`config.mk`:
```
export PLATFORM = sky130hd
export DESIGN_NAME = input_ram_arbiter
export DESIGN_NICKNAME = d
export VERILOG_FILES = /design/src/rtl/input_ram_arbiter.sv
export SDC_FILE = /design/constraint.sdc
export NUM_CORES = 1
export LEC_CHECK = 0
export CAP_MARGIN = 25
export CORE_ASPECT_RATIO = 0.6
export CORE_UTILIZATION = 24
export CTS_CLUSTER_DIAMETER = 100
export DETAILED_ROUTE_END_ITERATION = 10
export GPL_ROUTABILITY_DRIVEN = 0
export MAX_ROUTING_LAYER = met4
export PLACE_DENSITY = 0.76
export SETUP_SLACK_MARGIN = 0.1
export SLEW_MARGIN = 0
export SYNTH_ARGS = -nofsm -noshare
export SYNTH_HDL_FRONTEND = slang
export SYNTH_SLANG_ARGS = --single-unit
```
`constraint.sdc`:
```
create_clock -name clk -period 1.53 [get_ports clk]
set_clock_uncertainty 0.1 [all_clocks]
set_input_delay 0.306 -clock clk [delete_from_list [all_inputs] [get_ports clk]]
set_output_delay 0.306 -clock clk [all_outputs]
set_load 0.05 [all_outputs]
```
`src/rtl/input_ram_arbiter.sv`:
```
`default_nettype none
// ============================================================================
//  Module      : input_ram_arbiter
//  Description : Arbitrates one single-port input RAM between an accelerator
//                read port and a host read/write port. The accelerator wins
//                ties. Tenures are capped by MAX_BURST while the other side
//                waits. Host writes are locked out while the accelerator is busy.
//  Revision    : 1.0 - initial release
// ============================================================================
module input_ram_arbiter #(
  parameter int ADDR_W    = 10,
  parameter int DATA_W    = 8,
  parameter int MAX_BURST = 16
) (
  input  logic              clk,
  input  logic              reset,
  input  logic              acc_req,
  input  logic [ADDR_W-1:0] acc_addr,
  output logic              acc_gnt,
  output logic              acc_rvalid,
  input  logic              host_req,
  input  logic              host_we,
  input  logic [ADDR_W-1:0] host_addr,
  input  logic [DATA_W-1:0] host_wdata,
  output logic              host_gnt,
  output logic              host_rvalid,
  input  logic              acc_busy,
  output logic              host_wr_blocked,
  output logic              ram_en,
  output logic              ram_we,
  output logic [ADDR_W-1:0] ram_addr,
  output logic [DATA_W-1:0] ram_wdata,
  input  logic [DATA_W-1:0] ram_rdata,
  output logic [DATA_W-1:0] rdata
);

  localparam int c_cnt_w = (MAX_BURST > 1) ? $clog2(MAX_BURST) : 1;
  localparam logic [c_cnt_w-1:0] c_burst_last = c_cnt_w'(MAX_BURST - 1);

  typedef enum logic [1:0] {
    ST_IDLE = 2'd0,
    ST_ACC  = 2'd1,
    ST_HOST = 2'd2
  } state_t;

  state_t             r_state;
  state_t             w_next;
  logic [c_cnt_w-1:0] r_burst_cnt;
  logic               w_host_elig;
  logic               w_at_limit;
  logic               w_acc_gnt;
  logic               w_host_gnt;
  logic               r_acc_rvalid;
  logic               r_host_rvalid;

  // A host write is only eligible while the accelerator is not computing.
  assign w_host_elig = host_req & ~(host_we & acc_busy);
  assign w_at_limit  = (r_burst_cnt == c_burst_last);

  // Next-state and grant decode; grants depend on current state and request only.
  always_comb begin
    w_next     = r_state;
    w_acc_gnt  = 1'b0;
    w_host_gnt = 1'b0;
    case (r_state)
      ST_IDLE: begin
        if (acc_req)          w_next = ST_ACC;
        else if (w_host_elig) w_next = ST_HOST;
        else                  w_next = ST_IDLE;
      end
      ST_ACC: begin
        w_acc_gnt = acc_req;
        if (!acc_req || (w_at_limit && w_host_elig))
          w_next = w_host_elig ? ST_HOST : ST_IDLE;
      end
      ST_HOST: begin
        w_host_gnt = w_host_elig;
        if (!w_host_elig || (w_at_limit && acc_req))
          w_next = acc_req ? ST_ACC : ST_IDLE;
      end
      default: w_next = ST_IDLE;
    endcase
  end

  // State register.
  always_ff @(posedge clk) begin
    if (!reset) r_state <= ST_IDLE;
    else        r_state <= w_next;
  end

  // Grants in the current tenure; restarts on every owner change, sticks at the limit.
  always_ff @(posedge clk) begin
    if (!reset)
      r_burst_cnt <= '0;
    else if (w_next != r_state)
      r_burst_cnt <= '0;
    else if ((w_acc_gnt || w_host_gnt) && !w_at_limit)
      r_burst_cnt <= r_burst_cnt + 1'b1;
  end

  // Read-data-valid follows a read grant by one cycle; reset drops any read in flight.
  always_ff @(posedge clk) begin
    if (!reset) begin
      r_acc_rvalid  <= 1'b0;
      r_host_rvalid <= 1'b0;
    end else begin
      r_acc_rvalid  <= w_acc_gnt;
      r_host_rvalid <= w_host_gnt & ~host_we;
    end
  end

  assign acc_gnt         = w_acc_gnt;
  assign host_gnt        = w_host_gnt;
  assign acc_rvalid      = r_acc_rvalid;
  assign host_rvalid     = r_host_rvalid;
  assign host_wr_blocked = host_req & host_we & acc_busy;
  assign ram_en          = w_acc_gnt | w_host_gnt;
  assign ram_we          = w_host_gnt & host_we;
  assign ram_addr        = w_acc_gnt  ? acc_addr  :
                           w_host_gnt ? host_addr : '0;
  assign ram_wdata       = ram_we ? host_wdata : '0;
  assign rdata           = ram_rdata;

endmodule
`default_nettype wire

```
# Yosys cells after proc, flatten, opt, wreduce, memory -nomap -nowiden
# Index checks and enable logic that the tools add are counted.
word_totals:
  elab_cells: 41
  reg_bits: 8
classes:
  bitwise_logic: 10
  add_sub_neg: 1
  n_mux: 11
  n_eq_ne: 4
  n_reduce_logical: 11
op_table:
  columns: ["cell", "n"]
  rows:
  - ["10-bit 2-to-1 mux", 2]
  - ["2-bit 2-to-1 mux", 4]
  - ["8-bit 2-to-1 mux", 1]
  - ["1-bit AND", 6]
  - ["2-bit one-hot mux with 3 select lines", 1]
  - ["4-bit by 1-bit adder with 4-bit output (second input constant)", 1]
  - ["4-bit == test (second input constant)", 1]
  - ["1-bit logical AND", 3]
  - ["1-bit logical NOT", 3]
  - ["1-bit logical OR", 3]
  - ["1-bit 2-to-1 mux", 3]
  - ["1-bit NOT", 3]
  - ["2-bit by 1-bit == test with 1-bit output (second input constant)", 1]
  - ["2-bit == test (second input constant)", 1]
  - ["2-bit logical NOT", 1]
  - ["2-bit inequality test", 1]
  - ["2-bit OR reduction", 1]
  - ["1-bit OR", 1]

# Logic depth before layout (Yosys ltp)
depth:
  word_depth: 9
  depth_mapped: 5

# Worst setup path after synthesis
# OpenSTA, ideal clock, no wires.
synth_timing:
  kind: "input-to-output"
  from: "input host_req"
  to: "output ram_wdata[0]"
  slack_ns: -0.415
  arrival_ns: 1.539
  stages: 4
  cell_sequence: "a21boi_2 and3_1 buf_2 and3_1"
synth_via:
  elab_chain_len: 4
synth_lines:
  columns: ["item", "line_no", "rtl"]
  rows:
  - ["from (decl)", "21", "input logic host_req,"]
  - ["1-bit AND", "57", "assign w_host_elig = host_req & ~(host_we & acc_busy);"]
  - ["1-bit 2-to-1 mux", "65", "case (r_state)"]
  - ["via host_gnt", "25", "output logic host_gnt,"]
  - ["1-bit AND", "118", "assign ram_we = w_host_gnt & host_we;"]
  - ["8-bit 2-to-1 mux", "121", "assign ram_wdata = ram_we ? host_wdata : '0;"]
  - ["to (decl)", "32", "output logic [DATA_W-1:0] ram_wdata,"]
# The timed path passes the listed nets, and every way through them passes these cells.

# Worst setup path after layout
layout_timing:
  from: "register r_state[1]"
  to: "output ram_en"
layout_via:
  elab_chain_len: 3
layout_lines:
  columns: ["item", "line_no", "rtl"]
  rows:
  - ["from (decl)", "46", "state_t r_state;"]
  - ["from (signal assigned)", "88", "else r_state <= w_next;"]
  - ["2-bit by 1-bit == test with 1-bit output / 2-bit == test (equally long branches)", "65", null]
  - ["1-bit 2-to-1 mux", "65", null]
  - ["1-bit OR *", "117", "assign ram_en = w_acc_gnt | w_host_gnt;"]
  - ["to (decl)", "29", "output logic ram_en,"]
# Every way passes the cells marked *; elsewhere a longest branch is shown, timed or not.

==> run summary <==
The number of buffers added to fix hold violations after cts is 0, and the share of synthesized area occupied by flip-flops and latches is 0.240. The number of different library cells used by synthesis comes to 29. The flow ran to the end, but the final reports show violations. For the depth of the CTS H-tree, the log shows 1. Entering global routing, the biggest net connects 13 pins. The total leakage power is 0.791 nW, and the setup violation total in the final timing report is 25.

The delay of the slowest critical-path stage was 0.41 ns; the chip width was 70.1 µm. The remaining antenna violation count came out at 0. The number of clock sinks was 8.

The number of pins exceeding their max-slew limit in the final report was 0; the ratio of final minimum period to clock period was 1.15. The detailed router finished its first iteration with 47 violations. The clock period minus worst slack works out to 1.76 ns.

In the final routed layout, each cell accounts on average for 20.5 µm. For this run the aggregate overflow at the end of global routing stands at 0. For this run, the number of Yosys warnings is 0.

Among all stages on the critical path, the largest delay is contributed by and3b_4. The worst setup path is launched from a flop. After technology mapping, the gate count stands at 81.

The worst register-to-register path begins at r_state[1]$_SDFF_PN0_. Setup repair after global routing could not meet its margin everywhere. In this run the worst path has a maximum fanout of 8.

The run gives 3 as the CTS buffer count. For the setup slack of the critical path after layout, the log shows -0.228 ns. The routed layout has 1006 vias. The final reports fail on setup timing.

For this run, design rule violations remaining after detail routing come to 0. The data required time at the worst endpoint came out at 1.12 ns. The starting density of the core was 0.259; the floorplan die area was 3010 µm². Summed over all layers, the routed wires come to 3790 µm. Hold timing on the final database bottoms out at a slack of 0.456 ns. The fraction of layout instances using a drive strength above 1 came out at 0.647. The average footprint of a synthesized cell is 8.25 µm², and the fill cell instance count of the final layout is 158. In this run the clock root is driven by a clkbuf_8.

Worst-skew pair later-pin latency: 0.24 ns. The worst setup path is captured at an output pin. The port buffer count was 58. The number of nets in the synthesized netlist was 124; the power consumption was 860 µW. Across the VDD grid, the largest voltage drop is 0.251 mV. Counting along the longest clock path gives a buffer depth of 2. Layout-stage area growth over the synthesis result: 187%.

The tools report the post-DP HPWL as 2230 µm. For the post-synth design cell area, the log shows 668 µm². At the pin with the least slew margin, the transition time is 0.297 ns. The first detailed-routing pass took 4 iterations. Tracing the worst setup path back leads to its startpoint at r_state[1]$_SDFF_PN0_. The run gives 1056 as the via count of the first global-routing pass.

The critical path goes through and3b_4 > a31oi_4 > inv_2 > buf_12. Clock-pin slew was measured on the worst setup and hold paths at 0.04 ns. The relative slew slack is 0.802, and the global-route total usage across every layer is 0.271.

The antenna diode count was 0; the final number of hold-violating endpoints was 0. The via count normalized by instance count is 5.44, and the initial antenna violation count is 0. 75 I/O pins were placed.

The floorplan die height was 42.9 µm; the final net count was 198. The number of synthesized register bits was 8. Max-cap violations in this run came to 0. The startpoint of the most critical hold path is r_burst_cnt[0]$_SDFFE_PP0P_. At the worst endpoint, the arrival time is 1.35 ns. TritonCTS built the clock tree. Dividing total power by cell area gives a power density of 449 nW/µm².

Static timing analysis puts the maximum clock frequency at 569 MHz. Row generation in the floorplan step produced 14 rows. The worst setup path category is reg -> out. For the first-pass GRT wire length, the log shows 5820 µm. The type of the worst min-delay path was reg -> reg. For the core area, the log shows 2570 µm².
==> stage by stage <==
stage / instance area [µm²] / setup TNS (ns) / util / setup slack, ns / cells
after global placement: 1700 / -14.15 / 0.660 / -0.589 / 171
after global routing: 1920 / -4.48 / 0.744 / -0.242 / 185
after floorplan: 835 / -0.422 / - / -0.0371 / 81
final: 1920 / -3.97 / 0.744 / -0.228 / 185
after detailed placement: 1700 / -15.30 / 0.660 / -0.627 / 171
after CTS: 1880 / -3.28 / 0.731 / -0.173 / 186
==> cell usage after synthesis <==
| cell type | instances | area share |
|---|---|---|
| a211oi_1 | 2 | 0.022 |
| a21bo_2 | 1 | 0.015 |
| a21boi_2 | 1 | 0.017 |
| a21oi_1 | 5 | 0.037 |
| a21oi_2 | 1 | 0.013 |
| a22o_1 | 10 | 0.13 |
| a31oi_4 | 1 | 0.032 |
| a41oi_1 | 1 | 0.013 |
| and2_1 | 2 | 0.019 |
| and3_1 | 12 | 0.11 |
| and3b_1 | 1 | 0.013 |
| and3b_4 | 1 | 0.019 |
| and4b_1 | 1 | 0.015 |
| buf_2 | 4 | 0.030 |
| buf_4 | 8 | 0.090 |
| clkbuf_1 | 1 | 0.0056 |
| dfxtp_1 | 8 | 0.24 |
| ha_1 | 1 | 0.019 |
| inv_1 | 1 | 0.0056 |
| inv_2 | 1 | 0.0056 |
| mux2i_1 | 1 | 0.015 |
| nand2_1 | 3 | 0.017 |
| nand3_1 | 3 | 0.022 |
| nor2_1 | 3 | 0.017 |
| nor3_1 | 2 | 0.015 |
| o2111ai_1 | 1 | 0.013 |
| o21ai_0 | 3 | 0.022 |
| o311a_1 | 1 | 0.015 |
| or3_1 | 1 | 0.0094 |
==> cells by family (layout without fill, tap and decap cells) <==
logic type               after synthesis  after routing  share of synthesized area
AND/OR/NAND/NOR                       29             33                      0.258
AO/OA/AOI/OAI                         27             27                      0.331
buffers and inverters                 15             83                      0.137
flip-flops                             8              8                      0.240
adder cells (fa/ha/maj)                1              1                     0.0187
multiplexers                           1              1                     0.0150
==> final timing paths <==
kind,end,slack [ns],depth (start not counted)
worst max-delay path,ram_en,-0.23,4
worst min-delay path,r_burst_cnt[0]$_SDFFE_PP0P_,0.46,2
worst max register to register,r_burst_cnt[0]$_SDFFE_PP0P_,-0.11,5
worst min register to register,r_burst_cnt[0]$_SDFFE_PP0P_,0.46,2
==> sequential cells by signal, summed over array words and instances (netlist names) <==
name,cells
r_state,2
acc_rvalid,1
r_burst_cnt,4
host_rvalid,1
==> layout make-up <==
cell class                      count  area [µm²]  area share
Multi-Input combinational cell     62         686       0.358
Clock buffer                        3        41.3      0.0216
Inverter                            2        7.51     0.00392
Timing Repair Buffer               78         968       0.506
Tap cell                           32        40.0      0.0209
Sequential cell                     8         173      0.0901
==> cell usage in the layout, fill, tap and decap left out, drive strengths merged, types with 6 or more instances in the layout <==
master         netlist  routed
buf                 12      48
and3                12      15
dfxtp                8       8
a21oi                6       6
clkdlybuf4s50        0      29
a22o                10      10
==> routing by layer <==
layer	track usage	part of all wire	vias up
met2	0.471	0.50	67
met5	-	0	-
li1	-	-	456
met4	0.140	0.019	0
met3	0.0570	0.076	6
met1	0.298	0.41	477
==> critical path, delay by kind of cell (launching register included) <==
kind,cells,cell delay [ns]
AOI/OAI and AO/OA,1,0.06
DFF,1,0.37
buffers and inverters,2,0.26
and+or+nand+nor,1,0.41
==> power breakdown <==
| part | total [mW] | leakage (nW) | switching (mW) | internal (mW) |
|---|---|---|---|---|
| clock network | 0.271 | 0.0216 | 0.0988 | 0.172 |
| logic | 0.371 | 0.701 | 0.168 | 0.203 |
| registers | 0.219 | 0.0675 | 0.00785 | 0.211 |
| total | 0.860 | 0.791 | 0.275 | 0.586 |
==> what timing repair did <==
item                                    in CTS  in global routing
buffers inserted                             8                  0
pin swaps                                   19                  6
cloned                                       4                  0
endpoints found under the hold margin        0                  0
endpoints found under the setup margin      30                 27
gates resized for setup                     34                  9
(Power assumes the default switching activity.)
